File: config.mk
export PLATFORM = sky130hd
export DESIGN_NAME = mem_arbiter
export DESIGN_NICKNAME = d
export VERILOG_FILES = /design/src/rtl/mem_arbiter_pkg.sv /design/src/rtl/rr_arb2.sv /design/src/rtl/mem_arbiter.sv
export SDC_FILE = /design/constraint.sdc
export NUM_CORES = 1
export LEC_CHECK = 0
export CAP_MARGIN = 10
export CELL_PAD_IN_SITES_DETAIL_PLACEMENT = 1
export CELL_PAD_IN_SITES_GLOBAL_PLACEMENT = 1
export CORE_MARGIN = 3
export CORE_UTILIZATION = 30
export DETAILED_ROUTE_END_ITERATION = 16
export DONT_BUFFER_PORTS = 1
export PLACE_DENSITY_LB_ADDON = 0.08
export SYNTH_ARGS = -nofsm -noshare
export SYNTH_HDL_FRONTEND = slang
export SYNTH_SLANG_ARGS = --single-unit
File: constraint.sdc
create_clock -name clk -period 2.45 [get_ports clk]
set_input_delay 0.1225 -clock clk [delete_from_list [all_inputs] [get_ports clk]]
set_output_delay 0.1225 -clock clk [all_outputs]
set_load 0.02 [all_outputs]
File: src/rtl/mem_arbiter_pkg.sv
// Shared types and constants for the two-port memory arbiter.
// Latency: n/a (types and constants only).
// Backpressure: n/a.
package mem_arbiter_pkg;

  typedef enum logic [1:0] {
    ST_IDLE   = 2'd0,
    ST_ACCESS = 2'd1,
    ST_RESP   = 2'd2
  } arb_state_t;

  localparam logic [31:0] OUT_ADDR_DEFAULT = 32'h1000_0000;

  localparam logic PORT0 = 1'b0;
  localparam logic PORT1 = 1'b1;

  // Request captured from the winning port in IDLE.
  typedef struct packed {
    logic [31:0] addr;
    logic [31:0] wdata;
    logic [3:0]  wstrb;
  } req_t;

endpackage

File: src/rtl/rr_arb2.sv
// 2-way round-robin picker with a last-grant pointer.
// Latency: pick is combinational; pointer updates on the clock edge where advance is high.
// Backpressure: a losing request simply stays pending; the next contest favours it.
//
// Ports: clk/resetn; req[1:0] request vector; advance commits the current pick
// to the pointer; gnt_vld = any request; gnt_idx = winning port.
module rr_arb2
  import mem_arbiter_pkg::*;
(
  input  logic       clk,
  input  logic       resetn,
  input  logic [1:0] req,
  input  logic       advance,
  output logic       gnt_vld,
  output logic       gnt_idx
);

  logic last_q;

  always_comb begin
    gnt_vld = |req;
    if (req == 2'b11) begin
      // Contest: whoever did not win last time goes first.
      gnt_idx = ~last_q;
    end else if (req[0]) begin
      gnt_idx = PORT0;
    end else begin
      gnt_idx = PORT1;
    end
  end

  // Pointer starts at port 1 so port 0 wins the first contest.
  always_ff @(posedge clk or negedge resetn) begin
    if (!resetn) begin
      last_q <= PORT1;
    end else if (advance && gnt_vld) begin
      last_q <= gnt_idx;
    end
  end

endmodule

File: src/rtl/mem_arbiter.sv
// Shares one sync-read word SRAM and an output-byte register between two valid/ready masters.
// Latency: valid sampled in IDLE at N -> ram_en at N+1 -> ready pulse at N+2; one access per 3 cycles.
// Backpressure: requester holds valid until its ready pulse; the loser of a contest waits one access.
//
// Ports: clk, resetn (async, active-low); m0_*/m1_* master request/response
// (valid, addr, wdata, wstrb in; ready, rdata out); ram_* SRAM access
// (en, we, addr, wdata out; rdata in, valid the cycle after a read);
// out_byte / out_byte_en output-byte register and its update strobe.
module mem_arbiter
  import mem_arbiter_pkg::*;
#(
  parameter int          MEM_SIZE = 4096,
  parameter int          ADDR_W   = $clog2(MEM_SIZE),
  parameter logic [31:0] OUT_ADDR = OUT_ADDR_DEFAULT
) (
  input  logic              clk,
  input  logic              resetn,

  input  logic              m0_valid,
  input  logic [31:0]       m0_addr,
  input  logic [31:0]       m0_wdata,
  input  logic [3:0]        m0_wstrb,
  output logic              m0_ready,
  output logic [31:0]       m0_rdata,

  input  logic              m1_valid,
  input  logic [31:0]       m1_addr,
  input  logic [31:0]       m1_wdata,
  input  logic [3:0]        m1_wstrb,
  output logic              m1_ready,
  output logic [31:0]       m1_rdata,

  output logic              ram_en,
  output logic [3:0]        ram_we,
  output logic [ADDR_W-1:0] ram_addr,
  output logic [31:0]       ram_wdata,
  input  logic [31:0]       ram_rdata,

  output logic [7:0]        out_byte,
  output logic              out_byte_en
);

  arb_state_t  state_q, state_d;
  req_t        req_q;
  logic        gnt_q;
  logic        gnt_vld, gnt_idx;
  logic        ram_hit, is_out, is_write;
  logic [31:0] resp_data;
  logic [31:0] m0_rdata_q, m1_rdata_q;

  rr_arb2 u_arb (
    .clk     (clk),
    .resetn  (resetn),
    .req     ({m1_valid, m0_valid}),
    .advance (state_q == ST_IDLE),
    .gnt_vld (gnt_vld),
    .gnt_idx (gnt_idx)
  );

  // Decode works only on the latched request, so RAM strobes never depend
  // on a master's live valid/addr.
  assign ram_hit  = (req_q.addr >> 2) < 32'(MEM_SIZE);
  assign is_out   = (req_q.addr == OUT_ADDR);
  assign is_write = |req_q.wstrb;

  // Out-of-range, output-register and write accesses all read back as zero.
  assign resp_data = (ram_hit && !is_write) ? ram_rdata : 32'h0;

  always_ff @(posedge clk or negedge resetn) begin
    if (!resetn) begin
      state_q <= ST_IDLE;
    end else begin
      state_q <= state_d;
    end
  end

  always_comb begin
    state_d     = state_q;
    ram_en      = 1'b0;
    ram_we      = 4'h0;
    ram_addr    = '0;
    ram_wdata   = 32'h0;
    out_byte_en = 1'b0;
    m0_ready    = 1'b0;
    m1_ready    = 1'b0;
    case (state_q)
      ST_IDLE: begin
        if (gnt_vld) begin
          state_d = ST_ACCESS;
        end
      end
      ST_ACCESS: begin
        state_d = ST_RESP;
        if (ram_hit) begin
          ram_en    = 1'b1;
          ram_we    = req_q.wstrb;
          ram_addr  = req_q.addr[ADDR_W+1:2];
          ram_wdata = req_q.wdata;
        end
        if (is_out && is_write) begin
          out_byte_en = 1'b1;
        end
      end
      ST_RESP: begin
        state_d = ST_IDLE;
        if (gnt_q == PORT0) begin
          m0_ready = 1'b1;
        end else begin
          m1_ready = 1'b1;
        end
      end
      default: begin
        state_d = ST_IDLE;
      end
    endcase
  end

  // Capture the winner's request as it leaves IDLE.
  always_ff @(posedge clk or negedge resetn) begin
    if (!resetn) begin
      req_q <= '0;
      gnt_q <= PORT0;
    end else if (state_q == ST_IDLE && gnt_vld) begin
      gnt_q <= gnt_idx;
      if (gnt_idx == PORT0) begin
        req_q <= '{addr: m0_addr, wdata: m0_wdata, wstrb: m0_wstrb};
      end else begin
        req_q <= '{addr: m1_addr, wdata: m1_wdata, wstrb: m1_wstrb};
      end
    end
  end

  always_ff @(posedge clk or negedge resetn) begin
    if (!resetn) begin
      out_byte <= 8'h00;
    end else if (out_byte_en) begin
      out_byte <= req_q.wdata[7:0];
    end
  end

  // The SRAM only presents read data during RESP, which is also the ready
  // cycle. So rdata passes the response through while ready is high, and a
  // register holds that value afterwards until the port's next response.
  always_ff @(posedge clk or negedge resetn) begin
    if (!resetn) begin
      m0_rdata_q <= 32'h0;
      m1_rdata_q <= 32'h0;
    end else begin
      if (m0_ready) m0_rdata_q <= resp_data;
      if (m1_ready) m1_rdata_q <= resp_data;
    end
  end

  assign m0_rdata = m0_ready ? resp_data : m0_rdata_q;
  assign m1_rdata = m1_ready ? resp_data : m1_rdata_q;

endmodule
==> flow_summary_export.csv, run 1 <==
group,metric,value,unit
status,status,"aborted with a tool error",
status,failing_step,"clock tree synthesis (4_1_cts)",
status,error_message,"[ERROR RSZ-0060] Max buffer count reached.",
cts,postCtsResizedCells,60,
synth,synth.avg_cell_area,11.5,sq um
floorplanning,die_w,150,um
synth,ys_seq_elements,144,
synth,synth_cells,539,
synth,netlist.area_leader.share,57.7,%
cts,ctsHoldBuffers,162,
place,gp_congestion,0.753,
floorplanning,dieHeight,150,um
synth,synthTopCellsByArea,"dfrtp_1, mux2i_1, a22o_1, a21oi_1, and2_1",
cts,cts_max_level,4,
cts,post_cts_buffers,0,
synth,yosys.area.top_type,"dfrtp_1",
synth,synth_edf_count,0,
synth,yosys.cell_types.count,24,
place,dp_hpwl,12200,um
cts,cts-root-buf,"clkbuf_16",
synth,synthFlopType,"dfrtp_1",
cts,numCtsBuffers,17,
floorplanning,io_pins,296,
synth,async_reset_ff_share,100,%
place,place_ws,211,ps
synth,yosys_warnings,0,
floorplanning,initial_core_util,31.1,%
synth,syn-cell-area,0.00620,sq mm
synth,syn-num-nets,711,
synth,ys_seq_area_share,58.2,%
cts,clockBufferDepth,2,
cts,cts_sinks,144,
floorplanning,std_cell_rows,51,
place,port_buffers,0,
stage by stage:
step / cells / cell area [sq um] / utilization (%)
floorplan: 539 / 6200 / -
global placement: 773 / 6550 / 32.9
detailed placement: 773 / 6550 / 32.9
synthesized netlist by cell type (2+ instances only):
cell type	count
mux2_2	10
nand3b_1	2
a22o_1	64
mux2i_1	68
clkbuf_1	25
dfrtp_1	143
buf_2	9
nand3_1	2
nor2_1	70
and2_1	48
buf_1	7
inv_1	3
nor4_1	6
a21oi_1	68
nor3_1	5
cell families after synthesis:
| kind of cell | synth area share, % |
|---|---|
| buffers and inverters | 2.85 |
| flip-flops | 58.2 |
| AND/OR/NAND/NOR | 11.6 |
| multiplexers | 12.8 |
| AO/OA/AOI/OAI | 14.6 |
==> inputs of run 2 (changes only) <==
--- a/config.mk
+++ b/config.mk
@@ -6,13 +6,11 @@
 export NUM_CORES = 1
 export LEC_CHECK = 0
 export CAP_MARGIN = 10
-export CELL_PAD_IN_SITES_DETAIL_PLACEMENT = 1
-export CELL_PAD_IN_SITES_GLOBAL_PLACEMENT = 1
 export CORE_MARGIN = 3
-export CORE_UTILIZATION = 30
+export CORE_UTILIZATION = 20
 export DETAILED_ROUTE_END_ITERATION = 16
 export DONT_BUFFER_PORTS = 1
-export PLACE_DENSITY_LB_ADDON = 0.08
+export PLACE_DENSITY_LB_ADDON = 0.15
 export SYNTH_ARGS = -nofsm -noshare
 export SYNTH_HDL_FRONTEND = slang
 export SYNTH_SLANG_ARGS = --single-unit
==> run 2 against run 1 <==
The flow now finishes, with violations (hold timing). Synthesized cell count unchanged. Area after synthesis unchanged.
==> flow_summary_export.csv, run 2 <==
group,metric,value,unit
status,status,"complete, but fails checks",
status,violations,"hold timing",
floorplanning,dieArea,0.0331,sq mm
timing,fin_tns_setup,0,ps
routing,firstDrtPassIters,4,
pwr,peakVddDrop,484,uV
synth,ys_seq_area_share,58.2,%
pwr,power,7.96,mW
place,place_ws,266,ps
synth,netlist.area_leader.share,57.7,%
setup_path,crit_chain,"nor4_2 > nand3_1 > nor3_4 > buf_12 > and2_1",
timing,setup_viol,0,
cts,cts_sinks,144,
cts,clk_latency,420,ps
floorplanning,dieHeight,182,um
routing,viasPerCell,4.32,
run,maxCapViolCount,0,
finish,fin_area,0.00921,sq mm
setup_path,end_kind,"output pin",
finish,areaGrowthSynthToFinish,48.5,%
timing,fin_skew,11.3,ps
global_routing,antenna_found_initial,0,
finish,reg_top3,"req_q (68), m0_rdata_q (32), m1_rdata_q (32)",
cts,cts_max_level,4,
floorplanning,initial_core_util,20.6,%
pwr,combPwrFrac,24.2,%
setup_path,crit_fanout,49,
pwr,clkPwrFrac,33.5,%
global_routing,grt_pass1_vias,5253,
place,dpl-instance-area,0.00672,sq mm
floorplanning,io_pins,296,
timing,worst_hold_slack,-601,ps
finish,final_cell_mix,"dlygate4sd3_1, dfrtp_1, nor2_1, mux2i_1, a21oi_1",
finish,num-fill-cells,3056,
pwr,swShare,31.5,%
synth,synth_common_cells,"dfrtp_1, nor2_1, a21oi_1, mux2i_1, a22o_1",
synth,yosys.area.top_type,"dfrtp_1",
routing,drt_first_iter_violations,201,
setup_path,critical_path_required,2330,ps
synth,yosys.cell_types.count,24,
floorplanning,std_cell_rows,63,
timing,rsz0062_at_grt,"false",
synth,yosysMostFrequentCell,"dfrtp_1",
floorplanning,die_w,182,um
routing,wl_per_cell,17.4,um
setup_path,slowest_stage,"dfrtp_1",
timing,drv_slew,0,
timing,max_slew_margin,55.6,%
cts,cts_tree,"yes",
finish,diodes,0,
synth,synth.avg_cell_area,11.5,sq um
routing,route.final.wire_length,19300,um
synth,syn-num-nets,711,
pwr,power_switching,2.51,mW
place,gp_congestion,0.726,
setup_path,crit_type,"register to output pin",
synth,synth_cells,539,
finish,seq_area,0.00360,sq mm
timing,period_share,93.2,%
place,port_buffers,0,
synth,async_reset_ff_share,100,%
finish,multiInputGateArea,0.00257,sq mm
cts,clockBufferDepth,2,
cts,numCtsBuffers,17,
setup_path,startpoint_type,"register",
synth,synthFlopType,"dfrtp_1",
floorplanning,coreArea,0.0301,sq mm
synth,yosys_warnings,0,
pwr,power.density,864,mW/mm^2
routing,dr_total_vias,4790,
pwr,p_leak,4.10,nW
pwr,power_frac_seq,42.4,%
timing,postLayoutSetupSlackWorst,166,ps
worst_hold_path,hold_path.class,"primary input to asynchronous set/reset pin",
finish,final_common_cell,"dlygate4sd3_1",
routing,drtAntennaViolNets,0,
global_routing,grt_usage,11.4,%
finish,largest_reg_flops,68,
cts,clk_pin_slew,60,ps
timing,layout_min_cycle_time,2280,ps
setup_path,cpPeakStageDelay,390,ps
global_routing,grt_max_degree,145,
routing,drc,0,
synth,ys_seq_elements,144,
finish,top_register,"req_q",
synth,syn-cell-area,0.00620,sq mm
synth,synthTopCellsByArea,"dfrtp_1, mux2i_1, a22o_1, a21oi_1, and2_1",
timing,fmax,438,MHz
global_routing,globalRoute.totalOverflow,0,
cts,cts-root-buf,"clkbuf_16",
finish,layout-drive-gt1-share,18.1,%
setup_path,critPathArrivalTime,2160,ps
timing,hold_viol,144,
global_routing,grt_pass1_wl,29900,um
pwr,p_int,5.45,mW
finish,nets,877,
timing,tightest_slew,663,ps
place,dp_hpwl,12600,um
synth,synth_edf_count,0,
==> run 2: critical path, delay by kind of cell (launching register included) <==
| family | cells | cell delay [ps] |
|---|---|---|
| AND/OR/NAND/NOR | 4 | 1090 |
| flip-flops | 1 | 390 |
| buffers and inverters | 1 | 240 |
==> run 2: final timing paths <==
check | slack [ps] | start | depth (start not counted) | endpoint
setup reg to reg | 350 | req_q[67]$_DFFE_PN0P_ | 6 | out_byte[2]$_DFFE_PN0P_
setup / recovery | 170 | req_q[56]$_DFFE_PN0P_ | 5 | ram_wdata[1]
hold reg to reg | 520 | state_q[1]$_DFFE_PN0P_ | 1 | state_q[1]$_DFFE_PN0P_
hold / removal | -600 | resetn | 0 | req_q[45]$_DFFE_PN0P_
min in group clk | 20 | m0_addr[31] | 2 | req_q[67]$_DFFE_PN0P_
max in group asynchronous | 2730 | resetn | 0 | u_arb.last_q$_DFFE_PN1P_
==> run 2: cells by family after synthesis <==
group,synth area share [%]
AO/OA/AOI/OAI,14.6
buffers and inverters,2.85
flip-flops,58.2
multiplexers,12.8
AND/OR/NAND/NOR,11.6
==> run 2: final cells by class <==
cell class	instances	area share, %
sequential	144	39.1
multi-input combinational	351	27.9
tap	390	5.30
clock buffer	19	4.81
clock inverter	13	1.64
timing repair buffer	188	21.1
inverter	3	0.122
==> run 2: timing repair <==
item / in CTS / in global routing
setup buffers: 1 / 0
setup endpoints to repair: 112 / 87
resized for setup: 22 / 49
hold buffers: 152 / 24
pin swaps: 0 / 1
endpoints found under the hold margin: 237 / 182
==> run 2: routing by layer <==
metal | share of wire [%] | vias to the layer above | track usage, % | routed length [um]
li1 | - | 2245 | - | -
met1 | 42 | 2357 | 13.7 | 8170
met2 | 50 | 170 | 19.7 | 9710
met3 | 5.3 | 18 | 2.98 | 1020
met4 | 2.0 | 0 | 3.90 | 386
met5 | 0 | - | 0 | 0
==> run 2: stage by stage <==
stage,instances,utilization (%)
floorplan,539,-
global placement,899,22.3
detailed placement,899,22.3
CTS,1084,29.5
global route,1108,30.6
finish,1108,30.6
==> run 2: power groups by stage <==
stage	clock network (mW)	logic, mW	registers, mW
floorplan	0	1.21	3.25
global placement	0	1.54	3.36
detailed placement	0	1.57	3.39
CTS	2.79	1.90	3.36
global route	2.89	2.17	3.45
finish	2.66	1.92	3.37
Power figures use the tool's default switching activity.
